`config.mk`:
```
export PLATFORM = sky130hd
export DESIGN_NAME = tiger_mem_arbiter
export DESIGN_NICKNAME = d
export VERILOG_FILES = /design/src/rtl/tiger_arb_pkg.sv /design/src/rtl/tiger_arb_pick.sv /design/src/rtl/tiger_mem_arbiter.sv
export SDC_FILE = /design/constraint.sdc
export NUM_CORES = 1
export LEC_CHECK = 0
export CORE_MARGIN = 4
export CORE_UTILIZATION = 32
export CTS_CLUSTER_DIAMETER = 80
export DETAILED_ROUTE_END_ITERATION = 8
export GPL_TIMING_DRIVEN = 0
export PLACE_DENSITY = 0.77
export SETUP_SLACK_MARGIN = 0.15
export SYNTH_ARGS = -nofsm -noshare
export SYNTH_HDL_FRONTEND = slang
export SYNTH_SLANG_ARGS = --single-unit
```
`constraint.sdc`:
```
create_clock -name clk -period 1.4 [get_ports clk]
set_input_delay 0.21 -clock clk [delete_from_list [all_inputs] [get_ports clk]]
set_output_delay 0.21 -clock clk [all_outputs]
set_load 0.005 [all_outputs]
```
`src/rtl/tiger_arb_pkg.sv`:
```
// Shared definitions for the Tiger memory arbiter: FSM encoding, port indices
// and default widths.
package tiger_arb_pkg;

   typedef enum logic [1:0] {
      ST_IDLE  = 2'd0,
      ST_ISSUE = 2'd1,
      ST_DATA  = 2'd2
   } arb_state_e;

   localparam int PORT_ICACHE = 0;
   localparam int PORT_DCACHE = 1;

   localparam int ARB_ADDR_W  = 32;
   localparam int ARB_DATA_W  = 32;
   localparam int ARB_BURST_W = 3;

endpackage

```
`src/rtl/tiger_arb_pick.sv`:
```
// Two-way grant picker for the Tiger memory arbiter. Purely combinational;
// the last-owner flop lives in the parent.
// TIGER_ARB_RR_EN defined  : round-robin, last owner loses a tie.
// TIGER_ARB_RR_EN undefined: fixed priority, dcache wins every tie.
module tiger_arb_pick
   import tiger_arb_pkg::*;
(
   input  logic [1:0] req,
   input  logic       last_owner,
   output logic [1:0] grant
);

`ifdef TIGER_ARB_RR_EN
   // tie goes to whichever port did not own the bus last
   always_comb begin
      grant = req;
      if (req == 2'b11) begin
         grant = last_owner ? 2'b01 : 2'b10;
      end
   end
`else
   logic unused_last_owner;
   assign unused_last_owner = last_owner;

   // dcache first, icache only when dcache is quiet
   always_comb begin
      grant = 2'b00;
      if (req[PORT_DCACHE]) begin
         grant[PORT_DCACHE] = 1'b1;
      end else if (req[PORT_ICACHE]) begin
         grant[PORT_ICACHE] = 1'b1;
      end
   end
`endif

endmodule

```
`src/rtl/tiger_mem_arbiter.sv`:
```
// Tiger memory arbiter: shares one Avalon-MM burst master between the icache
// (port 0) and dcache (port 1), one read burst or single write at a time.
// Arbitration mode selected by macro TIGER_ARB_RR_EN (see tiger_arb_pick).
//
// state | meaning
// ------+--------------------------------------------------------------
// IDLE  | no transaction; next request is captured and its port owns the bus
// ISSUE | registered request driven downstream until avm_waitrequest drops
// DATA  | read accepted; forwarding beats to the owner until the count expires
module tiger_mem_arbiter
   import tiger_arb_pkg::*;
#(
   parameter int ADDR_W  = ARB_ADDR_W,
   parameter int DATA_W  = ARB_DATA_W,
   parameter int BURST_W = ARB_BURST_W
) (
   input  logic                    clk,
   input  logic                    reset_n,
   input  logic [1:0]              req_read,
   input  logic [1:0]              req_write,
   input  logic [2*ADDR_W-1:0]     req_address,
   input  logic [2*DATA_W-1:0]     req_writedata,
   input  logic [2*DATA_W/8-1:0]   req_byteenable,
   input  logic [2*BURST_W-1:0]    req_burstcount,
   output logic [1:0]              req_waitrequest,
   output logic [DATA_W-1:0]       req_readdata,
   output logic [1:0]              req_readdatavalid,
   output logic                    avm_read,
   output logic                    avm_write,
   output logic [ADDR_W-1:0]       avm_address,
   output logic [DATA_W-1:0]       avm_writedata,
   output logic [DATA_W/8-1:0]     avm_byteenable,
   output logic [BURST_W-1:0]      avm_burstcount,
   output logic                    avm_beginbursttransfer,
   input  logic                    avm_waitrequest,
   input  logic [DATA_W-1:0]       avm_readdata,
   input  logic                    avm_readdatavalid
);

   localparam int BE_W = DATA_W / 8;
   localparam logic [BURST_W-1:0] ONE_BEAT = BURST_W'(1);

   arb_state_e          state_q, state_d;
   logic                owner_q, owner_d;
   logic [BURST_W-1:0]  beats_q, beats_d;
   logic                rd_q, rd_d;
   logic                wr_q, wr_d;
   logic                bbt_q, bbt_d;
   logic [ADDR_W-1:0]   addr_q, addr_d;
   logic [DATA_W-1:0]   wdata_q, wdata_d;
   logic [BE_W-1:0]     be_q, be_d;
   logic [BURST_W-1:0]  bc_q, bc_d;

   logic [1:0]          grant;
   logic                pick;
   logic                sel_read, sel_write;
   logic [ADDR_W-1:0]   sel_addr;
   logic [DATA_W-1:0]   sel_wdata;
   logic [BE_W-1:0]     sel_be;
   logic [BURST_W-1:0]  sel_bc;

   tiger_arb_pick u_pick (
      .req        (req_read | req_write),
      .last_owner (owner_q),
      .grant      (grant)
   );

   assign pick      = grant[PORT_DCACHE];
   assign sel_read  = req_read[pick];
   assign sel_write = req_write[pick];
   assign sel_addr  = pick ? req_address[ADDR_W +: ADDR_W]     : req_address[0 +: ADDR_W];
   assign sel_wdata = pick ? req_writedata[DATA_W +: DATA_W]   : req_writedata[0 +: DATA_W];
   assign sel_be    = pick ? req_byteenable[BE_W +: BE_W]      : req_byteenable[0 +: BE_W];
   assign sel_bc    = pick ? req_burstcount[BURST_W +: BURST_W] : req_burstcount[0 +: BURST_W];

   // next-state, downstream capture and per-port response routing
   always_comb begin
      state_d           = state_q;
      owner_d           = owner_q;
      beats_d           = beats_q;
      rd_d              = rd_q;
      wr_d              = wr_q;
      bbt_d             = 1'b0;
      addr_d            = addr_q;
      wdata_d           = wdata_q;
      be_d              = be_q;
      bc_d              = bc_q;
      req_waitrequest   = 2'b11;
      req_readdatavalid = 2'b00;

      case (state_q)
         ST_IDLE: begin
            if (|grant) begin
               state_d = ST_ISSUE;
               owner_d = pick;
               // read wins when a port raises both strobes
               rd_d    = sel_read;
               wr_d    = sel_write & ~sel_read;
               bbt_d   = sel_read;
               addr_d  = sel_addr;
               wdata_d = sel_wdata;
               be_d    = sel_be;
               // a zero-length read is issued downstream as a single beat
               bc_d    = (sel_read && sel_bc != '0) ? sel_bc : ONE_BEAT;
            end
         end

         ST_ISSUE: begin
            req_waitrequest[owner_q] = avm_waitrequest;
            if (!avm_waitrequest) begin
               rd_d = 1'b0;
               wr_d = 1'b0;
               if (rd_q) begin
                  beats_d = bc_q;
                  state_d = ST_DATA;
                  // slave may return the first beat in the same cycle it accepts
                  if (avm_readdatavalid) begin
                     req_readdatavalid[owner_q] = 1'b1;
                     beats_d = bc_q - ONE_BEAT;
                     if (bc_q == ONE_BEAT) begin
                        state_d = ST_IDLE;
                     end
                  end
               end else begin
                  state_d = ST_IDLE;
               end
            end
         end

         ST_DATA: begin
            if (avm_readdatavalid) begin
               req_readdatavalid[owner_q] = 1'b1;
               beats_d = beats_q - ONE_BEAT;
               if (beats_q == ONE_BEAT) begin
                  state_d = ST_IDLE;
               end
            end
         end

         default: state_d = ST_IDLE;
      endcase
   end

   // state, owner and downstream request registers
   always_ff @(posedge clk or negedge reset_n) begin
      if (!reset_n) begin
         state_q <= ST_IDLE;
         owner_q <= 1'b0;
         beats_q <= '0;
         rd_q    <= 1'b0;
         wr_q    <= 1'b0;
         bbt_q   <= 1'b0;
         addr_q  <= '0;
         wdata_q <= '0;
         be_q    <= '0;
         bc_q    <= '0;
      end else begin
         state_q <= state_d;
         owner_q <= owner_d;
         beats_q <= beats_d;
         rd_q    <= rd_d;
         wr_q    <= wr_d;
         bbt_q   <= bbt_d;
         addr_q  <= addr_d;
         wdata_q <= wdata_d;
         be_q    <= be_d;
         bc_q    <= bc_d;
      end
   end

   assign avm_read               = rd_q;
   assign avm_write              = wr_q;
   assign avm_beginbursttransfer = bbt_q;
   assign avm_address            = addr_q;
   assign avm_writedata          = wdata_q;
   assign avm_byteenable         = be_q;
   assign avm_burstcount         = bc_q;
   assign req_readdata           = avm_readdata;

endmodule

```
Word-level counts from Yosys, hierarchy flattened
Index checks and enable logic that the tools add are counted.
- output and inout port bits: 110
- bits of input ports: 182
- register bits after elaboration: 80
- logic and storage cells: 79
- eq/ne operators: 9
- $lt $le $gt $ge: 3
- multiplexer cells: 39
- reductions and logical operators: 11
- add/subtract/negate cells: 2
- bitwise operators: 5
- operator list (cell ; number):
    2-to-1 mux 32 bit ; 2
    2-to-1 mux 2 bit ; 11
    2-to-1 mux 3 bit ; 6
    2-to-1 mux 1 bit ; 13
    inequality test 2 bit (second input constant) ; 5
    AND reduction 4 bit ; 2
    equality test 3 x 1 -> 1 bit (second input constant) ; 2
    one-hot mux 2 bit (3 select lines) ; 1
    one-hot mux 3 bit (2 select lines) ; 1
    subtractor 3 x 1 -> 3 bit (second input constant) ; 2
    < comparator 1 x 2 -> 1 bit (second input constant) ; 2
    2-to-1 mux 4 bit ; 1
    OR 2 bit ; 2
    one-hot mux 1 bit (2 select lines) ; 2
    one-hot mux 2 bit (2 select lines) ; 1
    nonzero test 2 bit ; 2
    AND reduction 3 bit ; 1
    nonzero test 3 bit ; 1
    equality test 2 x 1 -> 1 bit (second input constant) ; 1
    equality test 2 bit (second input constant) ; 1
    logical AND 1 bit ; 2
    logical NOT 2 bit ; 1
    inverter 2 bit ; 1
    AND reduction 2 bit ; 1
    other kinds (5) ; 5

Longest topological paths before layout
- depth after elaboration: 8
- gate-level depth with buffers: 8
- depth with buffers taken out: 6

Hierarchy
From an unflattened synthesis, not the netlist that was laid out.
- cell total of the unflattened synthesis: 425
- area, all modules: 4212.8 sq um
- by module, submodules not included (module ; instances ; cells an instance ; area an instance (sq um) ; seq. area each (sq um)):
    tiger_mem_arbiter ; 1 ; 423 ; 4191.5 ; 2001.9
    tiger_arb_pick ; 1 ; 2 ; 21.3 ; 0.0

Least setup slack after synthesis
Ideal clock, no wire load.
- path type: flip-flop to output port
- start: reg state_q[1]
- end: out req_readdatavalid[1]
- required time: 1.190 ns
- arrival: 1.262 ns
- cell stages (with the launch flop): 6
- path slack: -0.072 ns
- path through: dfrtp_1 inv_1 ha_1 nor2b_1 a21oi_1 nor3b_1
- longest elaborated chain between the ends: 2
- elaborated cells on any way between the ends: 3
- classes of those cells: 2 x eq/ne; 1 x mux
- ends and longest elaborated chain (element ; RTL line ; RTL):
    from (decl) ; tiger_mem_arbiter.sv:43 ; arb_state_e state_q, state_d;
    from (signal assigned) ; tiger_mem_arbiter.sv:158 ; state_q <= state_d;
    equality test 2 bit / equality test 2 x 1 -> 1 bit (equally long branches) ; tiger_mem_arbiter.sv:91 ; case (state_q)
    one-hot mux 2 bit (2 select lines) (*) ; tiger_mem_arbiter.sv:91 ;
    to (decl) ; tiger_mem_arbiter.sv:27 ; output logic [1:0] req_readdatavalid,
Every way passes the cells marked *; elsewhere a longest branch is shown, timed or not.

Worst setup path in the final report
- start: reg state_q[1]
- end: out req_readdatavalid[0]
The elaborated chain is that of the path after synthesis.

==> results.txt <==
TritonRoute pass-1 iters - 4
# setup viols final - 81
Seq pwr share - 23.5%
ANT cells - 0
CTS Root Cell - clkbuf_16
Met1 Routed Length - 5850 microns
YS warnings - 0
Remaining Overflow, GRT - 0
CP Class - register to output port
maximum root-to-sink buffer count - 2
sw frac - 36.5%
nets - 935
vias per cell - 4.65
vias in the first global route - 4618
top-area cell type share of the netlist area - 47.8%
full die area - 15000 sq um
top cells by count, synth - nand2_1, dfrtp_1, mux2i_1, o21ai_1, buf_4
clock skew - 0.00511 ns
clock share of power - 13.8%
most area-hungry cell type in the Yosys netlist - dfrtp_1
met2 wire len - 9350 microns
pwr dens - 2090 nW/um^2
most frequent cell after synthesis - nand2_1
Synth Area per Inst - 9.93 sq um
top routing layer used - met4
Critical-path top delay cell - dfrtp_1
Worst-path clk slew - 0.06 ns
final hold slack - 0.263 ns
via count - 4296
FFs w/ async S/R, synth - 100%
TritonCTS Sinks - 80
Psw - 0.00671 W
port buffer count - 258
number of enable flip-flop cells after synthesis - 0
Clk Latency, worst-skew pair - 0.33 ns
slew margin rel. - 76.6%
crit-path leading delay family - flip-flops
Synth Cell Area - 4190 sq um
drt drc - 0
row cnt - 41
setup TNS - -16.65 ns
met3 wire len - 1010 microns
combinational share of power - 62.7%
CP Max Fanout - 3
initial antenna violation count - 0
final hold vios - 0
H-tree lvl count - 3
Synth Instances - 422
run status - complete, but fails checks
Synth cell types - 31
layout cell share with drive strength beyond 1 - 35.7%
WL per Instance - 17.9 microns
worst setup margin - -0.328 ns
Final Max Slew Viols - 0
leakage - 4.01 nW
crit-path cells - inv_2, buf_6, ha_4, nand2_4, nor3_2, buf_2
All-Layer GR Usage - 20.8%
WL final - 16500 microns
CP Capture Type - output port
Initial Util - 32.9%
Crit path largest cell delay - 0.36 ns
cts bufs inserted - 9
CTS tree - built
Post-Synthesis Net Count - 611
core footprint - 12700 sq um
Hold Path Class - input port to async pin
failing checks - setup timing
WP buf/inv - 3
Main synth FF type - dfrtp_1
first-pass GRT wire length - 24100 microns
Area growth syn-to-layout - 110%
Worst Tran Pin Value - 0.347 ns
fin crit period - 1.73 ns
Max-Cap Viols - 0
#FFs+latches synth - 80
Tcrit/Tclk final - 123%
Peak VDD IR - 0.000974 V
post-route ant nets - 0
# IOs - 292
Pint - 0.0117 W
die height - 122 microns
detailed placement HPWL - 11400 microns
RSZ-0062 raised after global routing - yes
Setup crit start kind - register
Worst EP required - 1.19 ns
Initial DRC Count - 98
gpl congestion - 0.777
largest net degree at the start of global routing - 69
DIE WIDTH - 122 microns
CP arrival - 1.52 ns
register area share after synthesis - 47.8%
synth top area cells - dfrtp_1, mux2i_1, o21ai_1, nand2_1, buf_4
max frequency - 0.579 GHz
-- registers in the layout, summed over array words and instances (netlist names) --
name	flops
beats_q	3
owner_q	1
avm_beginbursttransfer	1
avm_byteenable	4
avm_burstcount	3
avm_read	1
avm_writedata	32
avm_write	1
state_q	2
avm_address	32
-- worst register-to-register path, cell delays in order, from the launching register on --
cell and delay, ns:
dfrtp_1 0.39, inv_2 0.10, buf_6 0.11, ha_4 0.15, inv_4 0.04, a21o_4 0.22
buf_12 0.16, buf_16 0.15, buf_16 0.14, nand2_4 0.06, o21ai_2 0.05
-- what timing repair did --
action,CTS,global route
setup buffers,27,12
endpoints found under the hold margin,12,0
pin swaps,51,8
cloned,14,0
hold buffers,1,0
setup endpoints to repair,157,93
resized for setup,238,83
-- through the flow --
| stage | setup slack, ns | std cells | utilization (%) | cell area, sq um | total power [W] |
|---|---|---|---|---|---|
| 5_1_grt | -0.396 | 923 | 69.2 | 8800 | 0.0195 |
| 6_report | -0.328 | 923 | 69.2 | 8800 | 0.0184 |
| 4_1_cts | -0.309 | 911 | 66.1 | 8410 | 0.0170 |
| 3_5_place_dp | -0.680 | 853 | 55.9 | 7110 | 0.0111 |
| 3_3_place_gp | -2.71 | 852 | 55.7 | 7080 | 0.0108 |
| 2_1_floorplan | -0.0112 | 422 | - | 4280 | 0.00727 |
-- cells in the final DEF (no fill, tap or decap), types with 3 or more instances in the layout --
cell type,Yosys,routed
clkdlybuf4s50_1,0,178
dfrtp_1,80,79
mux2i_1,74,72
dlygate4sd2_1,0,69
buf_4,37,57
o21ai_2,0,51
nand2_2,0,30
nand2_4,0,28
nand2_1,82,24
o21ai_1,72,23
buf_6,6,19
buf_16,0,14
buf_8,0,12
clkbuf_16,0,10
inv_1,11,7
buf_12,0,7
buf_2,10,6
ha_1,7,4
clkdlybuf4s15_1,0,4
inv_2,0,3
nand2b_1,3,3
o21ai_0,6,3
ha_4,0,3
clkinv_2,0,3
-- final timing paths --
| kind | from | to | slack (ns) | depth (start not counted) |
|---|---|---|---|---|
| worst min-delay path | reset_n | avm_burstcount[0]$_DFFE_PN0P_ | 0.26 | 2 |
| min in group clk | req_read[1] | avm_write$_DFFE_PN0P_ | 0.41 | 3 |
| worst max register to register | state_q[1]$_DFFE_PN0P_ | avm_writedata[5]$_DFFE_PN0P_ | -0.29 | 10 |
| worst min register to register | avm_address[11]$_DFFE_PN0P_ | avm_address[11]$_DFFE_PN0P_ | 0.47 | 2 |
| max in group asynchronous | reset_n | avm_writedata[24]$_DFFE_PN0P_ | 0.55 | 3 |
| worst max-delay path | state_q[1]$_DFFE_PN0P_ | req_readdatavalid[0] | -0.33 | 6 |
-- routing by layer --
| layer | track usage (%) | vias up |
|---|---|---|
| li1 | - | 2060 |
| met1 | 22.9 | 2057 |
| met3 | 5.07 | 25 |
| met4 | 5.88 | 0 |
| met2 | 39.3 | 154 |
| met5 | 0 | - |
-- logic make-up (layout without fill, tap and decap cells) --
group	after synthesis	count (layout)	share of synthesized area, %
flip-flops	80	80	47.8
XOR/XNOR	2	2	0.418
adder cells (fa/ha/maj)	7	7	2.09
multiplexers	74	74	17.7
AND/OR/NAND/NOR	101	101	9.88
buffers and inverters	68	397	10.8
AO/OA/AOI/OAI	90	90	11.4
-- power groups by stage --
stage	Sequential [W]	Clock (W)	Combinational (W)
floorplan	0.00422	0	0.00305
global placement	0.00412	0	0.00672
detailed placement	0.00418	0	0.00689
CTS	0.00417	0.00257	0.0103
global route	0.00447	0.00268	0.0123
finish	0.00432	0.00255	0.0115
-- cell type report --
cell class,instances,area [sq um]
Clock inverter,6,82.6
Sequential cell,80,2000
Tap cell,172,215
Buffer,57,599
Timing Repair Buffer,313,3260
Fill cell,980,3920
Inverter,11,43.8
Clock buffer,10,239
Multi-Input combinational cell,274,2360
Note: power is estimated with default switching activity, not from simulation.
